<file path="src/rtl/dbg_host_link.sv">
// Initiator side of the single-byte-command debug link: sends cmd + LE argument,
// collects the LE reply, and decodes unsolicited "#BRK"/"#HLT" stop notifications.
module dbg_host_link #(
  parameter int TIMEOUT = 50000,
  parameter int DROP_W  = 8
) (
  input  logic              clk,
  input  logic              rst_n,
  input  logic              req_valid,
  output logic              req_ready,
  input  logic [7:0]        req_cmd,
  input  logic [31:0]       req_arg,
  input  logic [2:0]        req_arg_len,
  input  logic [2:0]        req_rsp_len,
  output logic [7:0]        tx_data,
  output logic              tx_valid,
  input  logic              tx_ready,
  input  logic [7:0]        rx_data,
  input  logic              rx_valid,
  output logic              rsp_valid,
  output logic [31:0]       rsp_data,
  output logic              rsp_timeout,
  output logic              evt_valid,
  output logic [1:0]        evt_code,
  output logic [DROP_W-1:0] drop_cnt
);

  localparam int TW = $clog2(TIMEOUT + 1);

  typedef enum logic [2:0] {IDLE, SEND_CMD, SEND_ARG, WAIT_RSP, DONE, EVT} state_t;

  state_t        state, state_nxt;
  logic [7:0]    cmd_q;
  logic [31:0]   arg_sh;
  logic [2:0]    arg_left;
  logic [2:0]    rsp_len_q;
  logic [2:0]    rx_idx;
  logic [31:0]   acc, acc_nxt;
  logic [TW-1:0] timer;
  logic [15:0]   evt_buf;
  logic [1:0]    evt_idx;
  logic          timed_out;
  logic          drop;
  logic          rsp_to;
  logic          evt_fire;
  logic [1:0]    evt_code_nxt;

  function automatic logic [2:0] clamp4(input logic [2:0] len);
    return (len > 3'd4) ? 3'd4 : len;
  endfunction

  always_ff @(posedge clk or negedge rst_n) begin
    if (!rst_n) state <= IDLE;
    else        state <= state_nxt;
  end

  always_comb begin
    state_nxt    = state;
    req_ready    = 1'b0;
    tx_valid     = 1'b0;
    tx_data      = 8'h00;
    drop         = 1'b0;
    rsp_to       = 1'b0;
    evt_fire     = 1'b0;
    evt_code_nxt = 2'd3;
    acc_nxt      = acc;
    timed_out    = (timer == TW'(TIMEOUT - 1)) && !rx_valid;
    case (state)
      IDLE: begin
        // Gated by rst_n so the port reads 0 while reset is held.
        req_ready = rst_n;
        if (req_valid) begin
          state_nxt = SEND_CMD;
          drop      = rx_valid;
        end else if (rx_valid) begin
          if (rx_data == 8'h23) state_nxt = EVT;
          else                  drop      = 1'b1;
        end
      end
      SEND_CMD: begin
        tx_valid = 1'b1;
        tx_data  = cmd_q;
        drop     = rx_valid;
        if (tx_ready) begin
          if (arg_left != 3'd0)       state_nxt = SEND_ARG;
          else if (rsp_len_q != 3'd0) state_nxt = WAIT_RSP;
          else                        state_nxt = DONE;
        end
      end
      SEND_ARG: begin
        tx_valid = 1'b1;
        tx_data  = arg_sh[7:0];
        drop     = rx_valid;
        if (tx_ready && arg_left == 3'd1)
          state_nxt = (rsp_len_q != 3'd0) ? WAIT_RSP : DONE;
      end
      WAIT_RSP: begin
        // Reply bytes are raw data; '#' has no special meaning here.
        if (rx_valid) begin
          acc_nxt[{rx_idx[1:0], 3'b000} +: 8] = rx_data;
          if (rx_idx == rsp_len_q - 3'd1) state_nxt = DONE;
        end else if (timed_out) begin
          state_nxt = DONE;
          rsp_to    = 1'b1;
        end
      end
      DONE: begin
        drop      = rx_valid;
        state_nxt = IDLE;
      end
      EVT: begin
        if (rx_valid && evt_idx == 2'd2) begin
          evt_fire  = 1'b1;
          state_nxt = IDLE;
          if ({evt_buf, rx_data} == 24'h42524B)      evt_code_nxt = 2'd1;
          else if ({evt_buf, rx_data} == 24'h484C54) evt_code_nxt = 2'd2;
        end else if (timed_out) begin
          evt_fire  = 1'b1;
          state_nxt = IDLE;
        end
      end
      default: state_nxt = IDLE;
    endcase
  end

  assign rsp_valid = (state == DONE);

  always_ff @(posedge clk or negedge rst_n) begin
    if (!rst_n) begin
      cmd_q       <= '0;
      arg_sh      <= '0;
      arg_left    <= '0;
      rsp_len_q   <= '0;
      rx_idx      <= '0;
      acc         <= '0;
      timer       <= '0;
      evt_buf     <= '0;
      evt_idx     <= '0;
      rsp_data    <= '0;
      rsp_timeout <= 1'b0;
      evt_valid   <= 1'b0;
      evt_code    <= '0;
      drop_cnt    <= '0;
    end else begin
      if (drop && drop_cnt != {DROP_W{1'b1}}) drop_cnt <= drop_cnt + 1'b1;
      evt_valid <= evt_fire;
      if (evt_fire) evt_code <= evt_code_nxt;
      // Result registers load on the edge that enters DONE, so they line up with rsp_valid.
      if (state_nxt == DONE && state != DONE) begin
        rsp_data    <= acc_nxt;
        rsp_timeout <= rsp_to;
      end
      case (state)
        IDLE: begin
          timer <= '0;
          if (req_valid) begin
            cmd_q     <= req_cmd;
            arg_sh    <= req_arg;
            arg_left  <= clamp4(req_arg_len);
            rsp_len_q <= clamp4(req_rsp_len);
            acc       <= '0;
            rx_idx    <= '0;
          end else if (rx_valid) begin
            evt_idx <= '0;
          end
        end
        SEND_ARG: begin
          timer <= '0;
          if (tx_ready) begin
            arg_sh   <= arg_sh >> 8;
            arg_left <= arg_left - 3'd1;
          end
        end
        WAIT_RSP: begin
          acc <= acc_nxt;
          if (rx_valid) begin
            rx_idx <= rx_idx + 3'd1;
            timer  <= '0;
          end else begin
            timer <= timer + 1'b1;
          end
        end
        EVT: begin
          if (rx_valid) begin
            evt_buf <= {evt_buf[7:0], rx_data};
            evt_idx <= evt_idx + 2'd1;
            timer   <= '0;
          end else begin
            timer <= timer + 1'b1;
          end
        end
        default: timer <= '0;
      endcase
    end
  end

endmodule

</file>
<file path="config.mk">
export PLATFORM = sky130hd
export DESIGN_NAME = dbg_host_link
export DESIGN_NICKNAME = d
export VERILOG_FILES = /design/src/rtl/dbg_host_link.sv
export SDC_FILE = /design/constraint.sdc
export NUM_CORES = 1
export LEC_CHECK = 0
export ABC_AREA = 1
export CAP_MARGIN = 20
export CORE_ASPECT_RATIO = 1.1
export CORE_MARGIN = 2
export CORE_UTILIZATION = 35
export DETAILED_ROUTE_END_ITERATION = 6
export GPL_TIMING_DRIVEN = 0
export PLACE_DENSITY = 0.66
export SETUP_SLACK_MARGIN = 0.15
export SLEW_MARGIN = 20
export SYNTH_ARGS = -nofsm -noshare
export SYNTH_HDL_FRONTEND = slang
export SYNTH_SLANG_ARGS = --single-unit
</file>
<file path="constraint.sdc">
create_clock -name clk -period 2.2 [get_ports clk]
set_input_delay 0.22 -clock clk [delete_from_list [all_inputs] [get_ports clk]]
set_output_delay 0.22 -clock clk [all_outputs]
set_load 0.02 [all_outputs]
</file>
## After elaboration in Yosys (flattened, before gate mapping)

Index checks and enable logic that the tools add are counted.

- Register bits after elaboration: 162
- Latch bits: 0
- RAM bits: 0
- Memory bits (read-only): 0
- Bits of input ports: 59
- Output and inout port bits: 55
- Word-level logic and storage cells: 119
- Memories kept: 0

- Add/subtract/negate cells: 7
- Multipliers: 0
- Divide/modulo/power cells: 0
- Magnitude comparators: 2
- Eq/ne operators: 21
- Shift operators: 2
- Multiplexer cells: 51
- Bitwise logic cells: 0
- Reduce and logical (&&, ||, !) cells: 21

Operators with widths:

| cell | count |
|---|---|
| $mux 32 | 5 |
| $pmux 32 s2 | 2 |
| $mux 3 | 18 |
| $eq 24x23->1 const B | 2 |
| $bwmux 32 | 1 |
| $mux 16 | 2 |
| $shift 8x7->32 const A | 1 |
| $shiftx 8x7->32 | 1 |
| $add 16x1->16 const B | 1 |
| $eq 16x16->1 const B | 1 |
| $pmux 8 s2 | 1 |
| $pmux 3 s5 | 1 |
| $mux 2 | 6 |
| $ne 2x2->1 const B | 6 |
| $pmux 3 s2 | 2 |
| $mux 1 | 11 |
| $eq 3x3->1 const B | 3 |
| $add 8x1->8 const B | 1 |
| $eq 8x6->1 const B | 1 |
| $ne 8x8->1 const B | 1 |
| $neg 5->7 | 1 |
| $eq 3x1->1 const B | 2 |
| $eq 3x2->1 const B | 2 |
| $gt 3x3->1 const B | 2 |
| 18 further kinds | 30 |

## Depth between registers and ports, before layout

- Word-level depth: 7
- Gate-level depth with buffers: 15
- Gate-level depth less buffers: 14

## Least setup slack after synthesis

Ideal clock, no wire load.

- Kind: reg2reg
- From: reg state[1]
- To: reg drop_cnt[2]
- Library setup time: 0.132 ns
- Arrival: 1.840 ns
- Data required time: 2.068 ns
- Setup slack: 0.228 ns
- Stages on the path, launching flop included: 9
- Buffers on the path: 1
- Period minus slack after synthesis: 1.972 ns
- Cell sequence: dfrtp_1 > buf_6 > nor3_1 > nor2_1 > nand2_1 > nand2_2 > inv_2 > nand2_1 > xnor2_1

- Longest elaborated chain between the ends: 4
- Elaborated cells between the ends (all ways): 7
- Those cells by class: eq/ne: 3; mux: 1; reduce/logical: 3

RTL lines:

| element | RTL line | text |
|---|---|---|
| from (decl) | 32 | `state_t state, state_nxt;` |
| from (signal assigned) | 54 | `else state <= state_nxt;` |
| $eq 3x3->1 | n/a |  |
| net rsp_valid | 20 | `output logic rsp_valid,` |
| $reduce_or 3->1 (no source line) | n/a |  |
| $pmux 1 s2 | 68 | `case (state)` |
| $logic_and 1x1->1 | 145 | `if (drop && drop_cnt != {DROP_W{1'b1}}) drop_cnt <= drop_cnt + 1'b1;` |
| to (signal assigned) | 145 |  |
| to (decl) | 25 | `output logic [DROP_W-1:0] drop_cnt` |

The timed path passes the listed nets, and every way through them passes these cells.
A chain may end at the register's enable or synchronous reset.

## Worst setup path after layout

- From: reg state[0]
- To: out rsp_valid

- Longest elaborated chain between the ends: 1

RTL lines:

| element | RTL line | text |
|---|---|---|
| $eq 3x3->1 | 126 | `assign rsp_valid = (state == DONE);` |
| to (decl) | 20 |  |

No other way between the ends.

==> results.cfg <==
[finish]
layout_commonest_cell = nand2_1
finalInstanceArea_um2 = 10800
fin_cells = 1533
final_cell_mix = nand2_1 (299), dfrtp_1 (159), o21ai_0 (155)
nNetsFinal = 1289
final_layout_size_suffix_gt1_frac = 0.111
diodes = 0
final_util = 0.459
area_delta_synth_final_pct = 30.0

[floorplan]
row_count = 59
core_area_um2 = 23400
ios = 114
die_area_um2 = 24900
fp.dieW_um = 151
die_h_um = 165
initial_core_util = 0.353

[worst_setup_path]
cp_top_family = buffers and inverters
critPathBufInv = 2
path_class = reg -> out
end_kind = output pin
worstPathMaxFanout = 4
crit_required_ns = 1.98
crit_path_cell_trace = buf_12 -> nor3_4 -> dlygate4sd2_1
slowest_stage = dfrtp_2
cp-start-kind = flop
arrival_ns = 1.77
cpPeakStageDelay_ns = 0.46

[logic_synthesis]
netlist_area_um2 = 8270
synthFlopType = dfrtp_1
synth_nets = 1144
synth_top_cell_area_share = 0.490
seq_area_frac_synth = 0.490
synth_cell_types = 38
synth-seq-cells = 162
yosysTopAreaCell = dfrtp_1
yosys-top-cells-area = dfrtp_1 (49%), nand2_1 (14%), o21ai_0 (9.7%), inv_1 (6.1%), nand3_1 (3.6%)
netlist_instances = 1071
synthArstFlopShare = 1.00
synth_edf_count = 0
syn-mean-instance-area_um2 = 7.72
synth_warnings = 0

[sta]
tightest_slew_ns = 0.578
fin_crit_ns = 1.99
final-setup-viol-count = 0
max_freq_mhz = 504
hold_viol = 72
relSlewSlack = 0.614
post-route-period-util = 0.903
rsz0062_at_grt = true
slew_viol_final = 0
hold_ws_ns = -0.240
fin_skew_ns = 0.0131
fin_ws_ns = 0.214
finalSetupTns_ns = 0

[clock_tree]
cts_buffer_depth = 2
root_buffer = clkbuf_16
cts.sinks = 162
clkLatencyLatePin_ns = 0.43
cts_tree = built
cts-buffers-inserted = 17
h-tree-depth = 4
cts.clk_slew.worst_paths_ns = 0.06

[drt]
route.detailed.drc = 0
drt_iter0_drc = 508
antenna_left = 0
vias = 7624
wire_per_inst_um = 14.9
via_per_inst = 4.97
wl_um = 22800
dr.pass1.iters = 5

[placement]
pre_cts_slack_ns = -0.220
io_buffers = 112
gp_congestion = 0.903
dp.final_hpwl_um = 16100
dp.cells = 1489
place_area_um2 = 9810

[global_routing]
grt_antenna_before_repair = 0
grt.overflow.total = 0
groute.usage.overall = 0.186
grt_pass1_wl_um = 36000
grt_max_degree = 75
grt_pass1_vias = 7261

[flow_run]
cap_violations = 0

[pwr]
p_per_area_nw_per_um2 = 1180
leakagePower_uw = 0.00499
peakVddDrop_mv = 0.573

[run_status]
violations = negative hold slack
status = complete, but fails checks

[min_path]
hold_class = in -> async
what timing repair did:
action / 4_1_cts / 5_1_grt
setup endpoints to repair: 108 / 87
buffers inserted: 5 / 7
pin swaps: 2 / 5
cloned: 1 / 1
endpoints found under the hold margin: 72 / 72
resized for setup: 69 / 53
flip-flops by register name (all words and copies together), names as in the netlist:
register,count
rsp_data,32
state,3
rx_idx,3
evt_idx,2
evt_code,2
evt_valid,1
evt_buf,16
acc,32
rsp_len_q,3
timer,16
rsp_timeout,1
drop_cnt,8
arg_sh,32
arg_left,3
cmd_q,8
stage by stage:
step | total power [µW] | hold slack [ns]
floorplan | 7260 | -0.0756
finish | 12600 | -0.240
global placement | 8820 | 0.449
detailed placement | 8920 | 0.232
global route | 13500 | -0.211
CTS | 12300 | -0.224
cell usage after synthesis, types with 2 or more instances:
master / count
a211oi_1: 2
a21oi_1: 15
buf_1: 2
buf_2: 8
buf_4: 3
buf_6: 5
clkbuf_1: 23
dfrtp_1: 162
ha_1: 14
inv_1: 135
inv_2: 6
nand2_1: 305
nand2_2: 3
nand3_1: 60
nand3_2: 2
nand4_1: 11
nor2_1: 74
nor2_2: 2
nor2_4: 2
nor3_1: 11
nor3_2: 2
nor4_1: 4
o211ai_1: 24
o21ai_0: 161
o22ai_1: 17
xnor2_1: 3
xor2_1: 4
final cells by class:
type	instances	area, µm²
plain buffers	41	245
clock buffers	19	453
well taps	305	382
repair buffers	127	1260
inverters	142	544
flip-flops and latches	162	4060
fillers	2294	12600
clock inverters	12	181
multi-input cells	725	3630
worst paths after layout:
path / slack (ns) / startpoint / end / cells past startpoint
worst max-delay path: 0.21 / state[0]$_DFF_PN0_ / rsp_valid / 3
worst min-delay path: -0.24 / rst_n / rsp_data[0]$_DFFE_PN0P_ / 1
worst max register to register: 0.26 / rsp_len_q[0]$_DFFE_PN0P_ / rsp_data[18]$_DFFE_PN0P_ / 15
worst min register to register: 0.47 / rsp_timeout$_DFFE_PN0P_ / rsp_timeout$_DFFE_PN0P_ / 2
max in group asynchronous: 1.62 / rst_n / state[0]$_DFF_PN0_ / 2
min in group clk: 0.19 / rx_valid / timer[1]$_DFF_PN0_ / 4
power by group:
group | internal (µW) | total, µW | switching, µW
Combinational | 1840 | 5220 | 3380
Sequential | 3780 | 4210 | 430
Clock | 1960 | 3210 | 1250
cells by family after synthesis:
logic type | Yosys count | share of synthesized area
adders and majority gates | 14 | 0.0212
and+or+nand+nor | 479 | 0.241
buffers and inverters | 184 | 0.0908
DFF | 162 | 0.490
xor gates and xnor gates | 7 | 0.00741
AOI/OAI and AO/OA | 225 | 0.149
metal layers:
metal	global-route usage	part of all wire
met5	0	0
met4	0.0648	0.017
met3	0.0412	0.065
met2	0.294	0.46
met1	0.250	0.46
Note: power is estimated with default switching activity, not from simulation.
